<file path="src/rtl/frame_parity_unit_pkg.sv">
// Shared definitions for the frame parity unit: FSM state encoding and the
// beat-counter width helper.
package frame_parity_unit_pkg;

  typedef enum logic [1:0] {
    IDLE   = 2'd0,
    ACCUM  = 2'd1,
    RESULT = 2'd2
  } state_t;

  // Counter must represent 0..max_beats inclusive.
  function automatic int unsigned beat_cnt_w(input int unsigned max_beats);
    return $clog2(max_beats + 1);
  endfunction

endpackage

</file>
<file path="src/rtl/frame_parity_unit_lane_parity.sv">
// Combinational XOR reduction of one parity lane.
module lane_parity #(
  parameter int unsigned width = 8
) (
  input  logic [width-1:0] lane,
  output logic             par
);

  always_comb begin
    par = ^lane;
  end

endmodule

</file>
<file path="src/rtl/frame_parity_unit.sv">
// Multi-lane frame parity generator/checker with valid/ready on both sides.
// One registered result (parity, per-lane error, overrun, beat count) per frame.
module frame_parity_unit
  import frame_parity_unit_pkg::*;
#(
  parameter int unsigned width     = 8,
  parameter int unsigned lanes     = 1,
  parameter int unsigned max_beats = 16
) (
  input  logic                                 clk,
  input  logic                                 rst,
  input  logic                                 i_odd,
  input  logic                                 i_valid,
  output logic                                 o_ready,
  input  logic [lanes*width-1:0]               i_data,
  input  logic                                 i_last,
  input  logic                                 i_check,
  input  logic [lanes-1:0]                     i_parity,
  output logic                                 o_valid,
  input  logic                                 i_ready,
  output logic [lanes-1:0]                     o_parity,
  output logic [lanes-1:0]                     o_error,
  output logic                                 o_overrun,
  output logic [beat_cnt_w(max_beats)-1:0]     o_beats
);

  localparam int unsigned CW      = beat_cnt_w(max_beats);
  localparam logic [CW-1:0] MAX_CNT = CW'(max_beats);

  state_t           state_q, state_d;
  logic [lanes-1:0] acc_q, acc_d;
  logic [lanes-1:0] beat_par;
  logic             odd_q, odd_d;
  logic [CW-1:0]    cnt_q, cnt_d;
  logic             accept, first, close, load_result;
  logic [lanes-1:0] par_d, err_d;

  for (genvar k = 0; k < lanes; k++) begin : g_lane
    lane_parity #(.width(width)) u_lane (
      .lane (i_data[k*width +: width]),
      .par  (beat_par[k])
    );
  end

  // A beat is the first of its frame whenever we are not mid-frame; this
  // includes the RESULT cycle in which the previous result is consumed.
  always_comb begin
    o_valid     = (state_q == RESULT);
    o_ready     = !o_valid || i_ready;
    accept      = i_valid && o_ready;
    first       = (state_q != ACCUM);
    acc_d       = first ? beat_par : (acc_q ^ beat_par);
    cnt_d       = first ? CW'(1) : (cnt_q + CW'(1));
    odd_d       = first ? i_odd : odd_q;
    close       = i_last || (cnt_d == MAX_CNT);
    par_d       = acc_d ^ {lanes{odd_d}};
    err_d       = (i_last && i_check) ? (par_d ^ i_parity) : '0;
    state_d     = state_q;
    load_result = 1'b0;

    case (state_q)
      IDLE, ACCUM: begin
        if (accept) begin
          state_d     = close ? RESULT : ACCUM;
          load_result = close;
        end
      end
      RESULT: begin
        if (accept) begin
          state_d     = close ? RESULT : ACCUM;
          load_result = close;
        end else if (i_ready) begin
          state_d = IDLE;
        end
      end
      default: state_d = IDLE;
    endcase
  end

  always_ff @(posedge clk) begin
    if (rst) begin
      state_q   <= IDLE;
      acc_q     <= '0;
      odd_q     <= 1'b0;
      cnt_q     <= '0;
      o_parity  <= '0;
      o_error   <= '0;
      o_overrun <= 1'b0;
      o_beats   <= '0;
    end else begin
      state_q <= state_d;
      if (accept) begin
        acc_q <= acc_d;
        cnt_q <= cnt_d;
        odd_q <= odd_d;
      end
      if (load_result) begin
        o_parity  <= par_d;
        o_error   <= err_d;
        o_overrun <= !i_last;
        o_beats   <= cnt_d;
      end
    end
  end

endmodule

</file>
<file path="config.mk">
export PLATFORM = sky130hd
export DESIGN_NAME = frame_parity_unit
export DESIGN_NICKNAME = d
export VERILOG_FILES = /design/src/rtl/frame_parity_unit_pkg.sv /design/src/rtl/frame_parity_unit_lane_parity.sv /design/src/rtl/frame_parity_unit.sv
export SDC_FILE = /design/constraint.sdc
export NUM_CORES = 1
export LEC_CHECK = 0
export CORE_UTILIZATION = 42
export DETAILED_ROUTE_END_ITERATION = 6
export HOLD_SLACK_MARGIN = 0.06
export PLACE_DENSITY = 0.68
export SLEW_MARGIN = 20
export SYNTH_ARGS = -nofsm -noshare
export SYNTH_HDL_FRONTEND = slang
export SYNTH_SLANG_ARGS = --single-unit
</file>
<file path="constraint.sdc">
create_clock -name clk -period 2.58 [get_ports clk]
set_input_delay 0.645 -clock clk [delete_from_list [all_inputs] [get_ports clk]]
set_output_delay 0.645 -clock clk [all_outputs]
set_load 0.03 [all_outputs]
</file>
Yosys cells after proc, flatten, opt, wreduce, memory -nomap -nowiden
Index checks and enable logic that the tools add are counted.

Add/subtract/negate cells: 1. Eq/ne operators: 6. Muxes and demuxes: 11. Bitwise operators: 3. Reduce and logical (&&, ||, !) cells: 11.

Operators by type and width (number): two-way mux 2 bit (4); parity 8 bit (1); adder 5 x 1 -> 5 bit, second input constant (1); == test 5 bit, second input constant (1); two-way mux 1 bit (5); two-way mux 5 bit (1); case mux 2 bit (2 select lines) (1); != test 3 x 1 -> 1 bit, second input constant (1); OR reduction 3 bit (1); bitwise XOR 1 bit (3); == test 2 x 1 -> 1 bit, second input constant (1); == test 2 bit, second input constant (1); logical AND 1 bit (2); logical NOT 1 bit (2); logical NOT 2 bit (1); logical OR 1 bit (2); != test 2 x 1 -> 1 bit, second input constant (1); != test 2 bit, second input constant (1); AND reduction 2 bit (1); OR reduction 2 bit (1).

Register bits: 17. Bits of input ports: 16. Output and inout bits: 10. Logic and storage cells: 40.

Depth between registers and ports, before layout
Gate-level depths: netlist (run 1).

Depth in word-level cells: 7. Depth in mapped cells: 6. Mapped depth without buffers: 6.

By module
From an unflattened synthesis (run 1), not the netlist that was laid out.

Cell total of the unflattened synthesis: 105. Area total of the unflattened synthesis: 937.1 µm².

Modules (own cells, without submodules): frame_parity_unit (times used 1, cells each 98, area an instance 875.8 µm², seq. area each 340.3 µm²); lane_parity (times used 1, cells each 7, area an instance 61.3 µm², seq. area each 0.0 µm²).

Worst setup path before layout (run 1)
Ideal clock, no wire load.

Path kind: input-to-output. Start point: in i_ready. End point: out o_ready. Arrival time: 1.217 ns. Required time: 1.935 ns. Setup slack: 0.718 ns. Stages on the path: 2. Path buffers: 1. Cells stage by stage: or3b_1 clkbuf_1.

Longest elaborated chain between the ends: 1.

RTL lines: start: declaration (RTL line frame_parity_unit.sv:20) `input logic i_ready,`; logical OR 1 bit (RTL line frame_parity_unit.sv:49) `o_ready = !o_valid || i_ready;`; end: declaration (RTL line frame_parity_unit.sv:14) `output logic o_ready,`.

Every way passes these cells.

Worst setup path after layout (run 1)
Ends and elaborated chain as after synthesis.

==> results of run 1 <==
==> final cells by class <==
class                   instances  area, sq um  area share
clock buffers                   4         26.3      0.0208
repair buffers                 28          272       0.215
inverters                       3         11.3     0.00890
flip-flops and latches         17          340       0.269
well taps                      27         33.8      0.0267
multi-input cells              80          582       0.460
==> worst max-delay path, cell delays in order <==
cell	delay, ns
clkdlybuf4s50_1	0.42
or3b_1	0.37
dlygate4sd2_1	0.36
==> cell families (layout without fill, tap and decap cells) <==
| logic type | after synthesis | count (layout) |
|---|---|---|
| adder cells (fa/ha/maj) | 1 | 1 |
| AND/OR/NAND/NOR | 41 | 41 |
| XOR/XNOR | 13 | 13 |
| buffers and inverters | 7 | 35 |
| multiplexers | 4 | 4 |
| flip-flops | 17 | 17 |
| AO/OA/AOI/OAI | 21 | 21 |
==> cells in the final DEF, fill, tap and decap left out, drive strengths merged, types with 2 or more instances in the layout <==
cell type      count
a211oi             2
a21oi             10
buf                3
clkbuf             4
clkdlybuf4s50     24
dfxtp             17
inv                3
mux2i              4
nand2             10
nand2b             2
nand3              6
nand3b             3
nor2              10
xnor2             11
xor2               2
==> where the power goes <==
part	total, mW	switching, mW	internal [mW]
Clock	0.143	0.0827	0.0601
Combinational	0.154	0.0742	0.0795
Sequential	0.287	0.0123	0.275
Total	0.584	0.169	0.414
==> sequential cells by signal, indices dropped and copies added (netlist names) <==
signal	cells
state_q	2
cnt_q	5
o_beats	5
acc_q	1
o_overrun	1
odd_q	1
o_error	1
o_parity	1
==> path summary, 6_finish.rpt <==
check	startpoint	to	slack, ns	cells after the start
setup reg to reg	cnt_q[0]	o_beats[0]	0.68	6
hold reg to reg	o_beats[2]	o_beats[2]	0.46	2
setup / recovery	i_ready	o_ready	0.13	3
hold / removal	o_beats[2]	o_beats[2]	0.46	2
==> per-layer routing <==
| layer | vias up | track usage | routed length [microns] |
|---|---|---|---|
| met5 | - | 0 | 0 |
| met4 | 0 | 0.0857 | 25 |
| met3 | 2 | 0.0278 | 74 |
| met2 | 19 | 0.363 | 1060 |
| met1 | 391 | 0.200 | 817 |
| li1 | 421 | - | - |
==> run metrics, run 1 <==
CTS Buf Count 3; Post-CTS Setup Repair Bufs 0; fin crit period 2.45 ns; Placed Area 1240 sq um; via count 833; Finish-stage setup viols 0; initial core utilization 0.468; commonest cells in the netlist dfxtp_1 (17), a21oi_1 (10), nor2_1 (10), xnor2_1 (10), nand2_1 (9); H-tree depth 1; Synth top area share 0.356; most frequent cell after synthesis dfxtp_1; total global routing overflow 0; #FFs+latches synth 17; GRT Util Overall 0.190; worst hold margin 0.461 ns; multiplexer share of the synthesized area 0.0550; ANT cells 0; largest net degree at the start of global routing 20; # rows 16; nature of the critical path endpoint output pin; max_slew headroom 0.562; clock buffer depth 2; Static Leak 0.448 nW; Synth Warn # 0; post-CTS resize count 1; crit share post-route 0.949; Setup Total Neg Slack 0 ns; GP Congestion 0.804; Mean Syn Cell Area 9.19 sq um; Final nets 150; final core occ 0.619; Clock Latency Late Sink 0.29 ns; largest family of logic cells by synthesized area simple AND/OR/NAND/NOR gates; IO Pins 26; clk slew on worst S/H paths 0.10 ns; DR DRC count 0; post-synth top area cell dfxtp_1; unrepaired setup endpoints after global routing false; Setup CP Type input port to output pin; routed len/inst 12.4 microns; mapped cell area 956 sq um; Peak Freq 408 MHz; Post-Syn Instances 104; die height 49.7 microns; DP Wirelength 1540 microns; Die ar. 2470 sq um; Design Area, Final 1260 sq um; Pwr per Cell Area 461 nW/um^2; top_reg_cell synth dfxtp_1; VDD IR max 0.365 mV; Hold Crit Class register to register; fillcell total 205; Cell Count, Final, Fillers Out 159; final worst slack 0.132 ns; Fin. Hold Viols 0; synth unique cells 39; outcome finished clean; simple-gate share of the synthesized area 0.234; TritonCTS clock tree yes; DR iter-0 viols 3; Clock Skews 0.0110 ns; compound-cell area share of the yosys netlist 0.168; chip width 49.7 microns; clk root buf clkbuf_4; CTS sink count 17; worst-margin pin slew 0.655 ns; XOR/XNOR Fraction of Synth Area 0.139; Core ar. 2040 sq um; Detailed Routing Iterations Pass 1 2; initial antenna violation count 0; Adder-Cell Fraction of Synth Area 0.0131; Max-Cap Viols 0; dpl cells 155; Post-synth EDFFs 0; port buffer count 25; WP data arrival 1.80 ns; asr flop ratio synth 0; first-pass GRT wire length 3520 microns; Worst setup SP type input port; fin. max-slew vios 0; CTS hold repair buffers 0; largest cells by area after synthesis dfxtp_1 (36%), xnor2_1 (9.2%), a21oi_1 (5.2%); Layout area overhead 32.3%; Pwr Total 0.584 mW; syn nets 121; routed vias/inst 5.24; WL final 1980 microns; vias in the first global route 818; crit path max fanout 2; pre-CTS setup slack -0.106 ns; CP required 1.93 ns; ratio of cells with drive above 1 in the final layout 0.106; antenna viol nets, final 0; sequential share of the synthesized area 0.356
Note: power is estimated with default switching activity, not from simulation.
==> inputs of run 2 (changes only) <==
--- a/config.mk
+++ b/config.mk
@@ -5,10 +5,12 @@
 export SDC_FILE = /design/constraint.sdc
 export NUM_CORES = 1
 export LEC_CHECK = 0
-export CORE_UTILIZATION = 42
+export CORE_UTILIZATION = 50
+export CTS_CLUSTER_DIAMETER = 60
+export CTS_CLUSTER_SIZE = 25
 export DETAILED_ROUTE_END_ITERATION = 6
 export HOLD_SLACK_MARGIN = 0.06
-export PLACE_DENSITY = 0.68
+export PLACE_DENSITY = 0.79
 export SLEW_MARGIN = 20
 export SYNTH_ARGS = -nofsm -noshare
 export SYNTH_HDL_FRONTEND = slang
==> run 2 against run 1 <==
  * Clock power increased by 3%
  * Maximum frequency decreased by 1.4%
  * Via count decreased by 2.2%
  * First-iteration DRC count increased to 5.3 times the previous value
  * Register-to-register slack improved by 0.02 ns
  * Power increased by 0.41%
  * Sequential power about the same
  * Final cell count decreased by 1.3%
  * Sequential share of layout area increased by 0.053 points
  * Critical endpoint unchanged
  * Largest cell class unchanged
==> run metrics, run 2 (synthesis results as in run 1) <==
CP required 1.93 ns (about the same); DR iter-0 viols 16 (was 3); Fin. Hold Viols 0 (unchanged); Finish-stage setup viols 0 (unchanged); fin. max-slew vios 0 (unchanged); Peak Freq 403 MHz (was 408 MHz); reg2reg start state_q[0] (was cnt_q[0]); reg2reg path depth 5 (was 6); DRT met1 WL 849 microns (was 817 microns); worst hold margin 0.460 ns (was 0.461 ns); IO Pins 26 (unchanged); worst hold endpoint o_beats[3] (was o_beats[2]); commonest non-fill, non-tap cell in the layout clkdlybuf4s50_1 (unchanged); WP data arrival 1.84 ns (was 1.80 ns); DR DRC count 0 (unchanged); initial core utilization 0.542 (was 0.468); Critical Path Max Stage Delay 0.43 ns (was 0.42 ns); Core ar. 1760 sq um (was 2040 sq um); VDD IR max 0.371 mV (was 0.365 mV); clk slew on worst S/H paths 0.09 ns (was 0.10 ns); CP max stage cell clkdlybuf4s50_1 (unchanged); GP Congestion 0.733 (was 0.804); routed len/inst 12.7 microns (was 12.4 microns); worst-margin pin slew 0.649 ns (was 0.655 ns); Max-Cap Viols 0 (unchanged); RR Endpoint o_beats[2] (was o_beats[0]); Clock Latency Late Sink 0.30 ns (was 0.29 ns); Clock Skews 0.00495 ns (was 0.0110 ns); ANT cells 0 (unchanged); unrepaired setup endpoints after global routing false (unchanged); kind of cell adding the most delay to the critical path buffers and inverters (unchanged); final worst slack 0.0960 ns (was 0.132 ns); initial antenna violation count 0 (unchanged); most frequent cells in the layout clkdlybuf4s50_1 (24), dfxtp_1 (17), nor2_1 (10), a21oi_1 (10), xnor2_1 (10) (unchanged); antenna viol nets, final 0 (unchanged); sequence of cells on the critical path clkdlybuf4s50_1 -> or3b_1 -> dlygate4sd2_1 (unchanged); Storage cell area 340 sq um (unchanged); CTS sink count 17 (unchanged); CTS Buf Count 3 (unchanged); nature of the critical path endpoint output pin (unchanged); via count 815 (was 833); first-pass GRT wire length 3220 microns (was 3520 microns); Worst setup SP type input port (unchanged); multi-input logic area 582 sq um (unchanged); CTS hold repair buffers 0 (unchanged); Setup Total Neg Slack 0 ns (unchanged); routed vias/inst 5.19 (was 5.24); clock buffer depth 2 (unchanged); biggest regs cnt_q: 5 flops, o_beats: 5 flops, state_q: 2 flops (unchanged); Pwr Total 0.586 mW (was 0.584 mW); crit share post-route 0.963 (was 0.949); vias in the first global route 778 (was 818); ratio of cells with drive above 1 in the final layout 0.106 (unchanged); Detail Route met2 WL 1040 microns (was 1060 microns); Layout area overhead 32.1% (was 32.3%); total global routing overflow 0 (unchanged); port buffer count 25 (unchanged); largest net degree at the start of global routing 20 (unchanged); worst hold path depth 2 (unchanged); crit path max fanout 2 (unchanged); chip width 45.7 microns (was 49.7 microns); met3 WL 54 microns (was 74 microns); pre-CTS setup slack -0.161 ns (was -0.106 ns); # rows 15 (was 16); max_slew headroom 0.566 (was 0.562); fin crit period 2.48 ns (was 2.45 ns); Hold Crit Class register to register (unchanged); Static Leak 0.448 nW (unchanged); Detailed Routing Iterations Pass 1 3 (was 2); TritonCTS clock tree yes (unchanged); Final nets 150 (unchanged); WL final 2000 microns (was 1980 microns); CP bufs+invs 2 (unchanged); Setup CP Type input port to output pin (unchanged); clk root buf clkbuf_4 (unchanged); Top Metal Used met4 (unchanged); Pwr per Cell Area 464 nW/um^2 (was 461 nW/um^2); Worst R2R Setup Slack 0.70 ns (was 0.68 ns); outcome finished clean (unchanged); H-tree depth 1 (unchanged); Hold Crit Start o_beats[3] (was o_beats[2]); Die ar. 2090 sq um (was 2470 sq um); die height 45.7 microns (was 49.7 microns); fillcell total 157 (was 205); GRT Util Overall 0.228 (was 0.190); DP Wirelength 1540 microns (about the same)
==> run 2: worst max path at each step <==
stage	from	end	slack, ns	depth (start not counted)
after CTS	i_ready	o_ready	0.08	3
after global routing	i_ready	o_ready	0.06	3
after floorplan	i_ready	o_ready	0.72	2
final	i_ready	o_ready	0.1	3
after global placement	i_ready	o_ready	-0.09	3
after detailed placement	i_ready	o_ready	-0.16	3
==> run 2: per-stage QoR <==
| step | cell area (sq um) | util | cells |
|---|---|---|---|
| floorplan | 956 | - | 104 |
| global placement | 1240 | 0.701 | 153 |
| detailed placement | 1240 | 0.701 | 153 |
| CTS | 1260 | 0.716 | 157 |
| global route | 1260 | 0.716 | 157 |
| finish | 1260 | 0.716 | 157 |
==> run 2: routing by layer <==
layer  up-vias  GRT usage
li1        419          -
met4         0      0.159
met2        21      0.420
met1       371      0.222
met3         4     0.0476
met5         -          0
==> run 2: area by class of cell <==
cell class | count | share of cell area
clock buffers | 4 | 0.0208
inverters | 3 | 0.00892
multi-input cells | 80 | 0.461
flip-flops and latches | 17 | 0.270
well taps | 25 | 0.0248
repair buffers | 28 | 0.215
==> run 2: what timing repair did <==
item                       CTS  global route
setup endpoints to repair    1             0
gates resized for setup      1             0
buffers inserted             0             0
==> run 2: power breakdown <==
part,total (mW),switching (mW),internal [mW]
Sequential,0.286,0.0112,0.275
Clock,0.147,0.0863,0.0604
Combinational,0.153,0.0739,0.0795
Total,0.586,0.171,0.415
==> run 2: worst reg2reg max path, stage by stage (launching register included) <==
cell and delay [ns]:
dfxtp_1 0.40, nor2b_2 0.44, and4b_4 0.36, a41oi_4 0.12, or3_1 0.34, a21oi_1 0.16
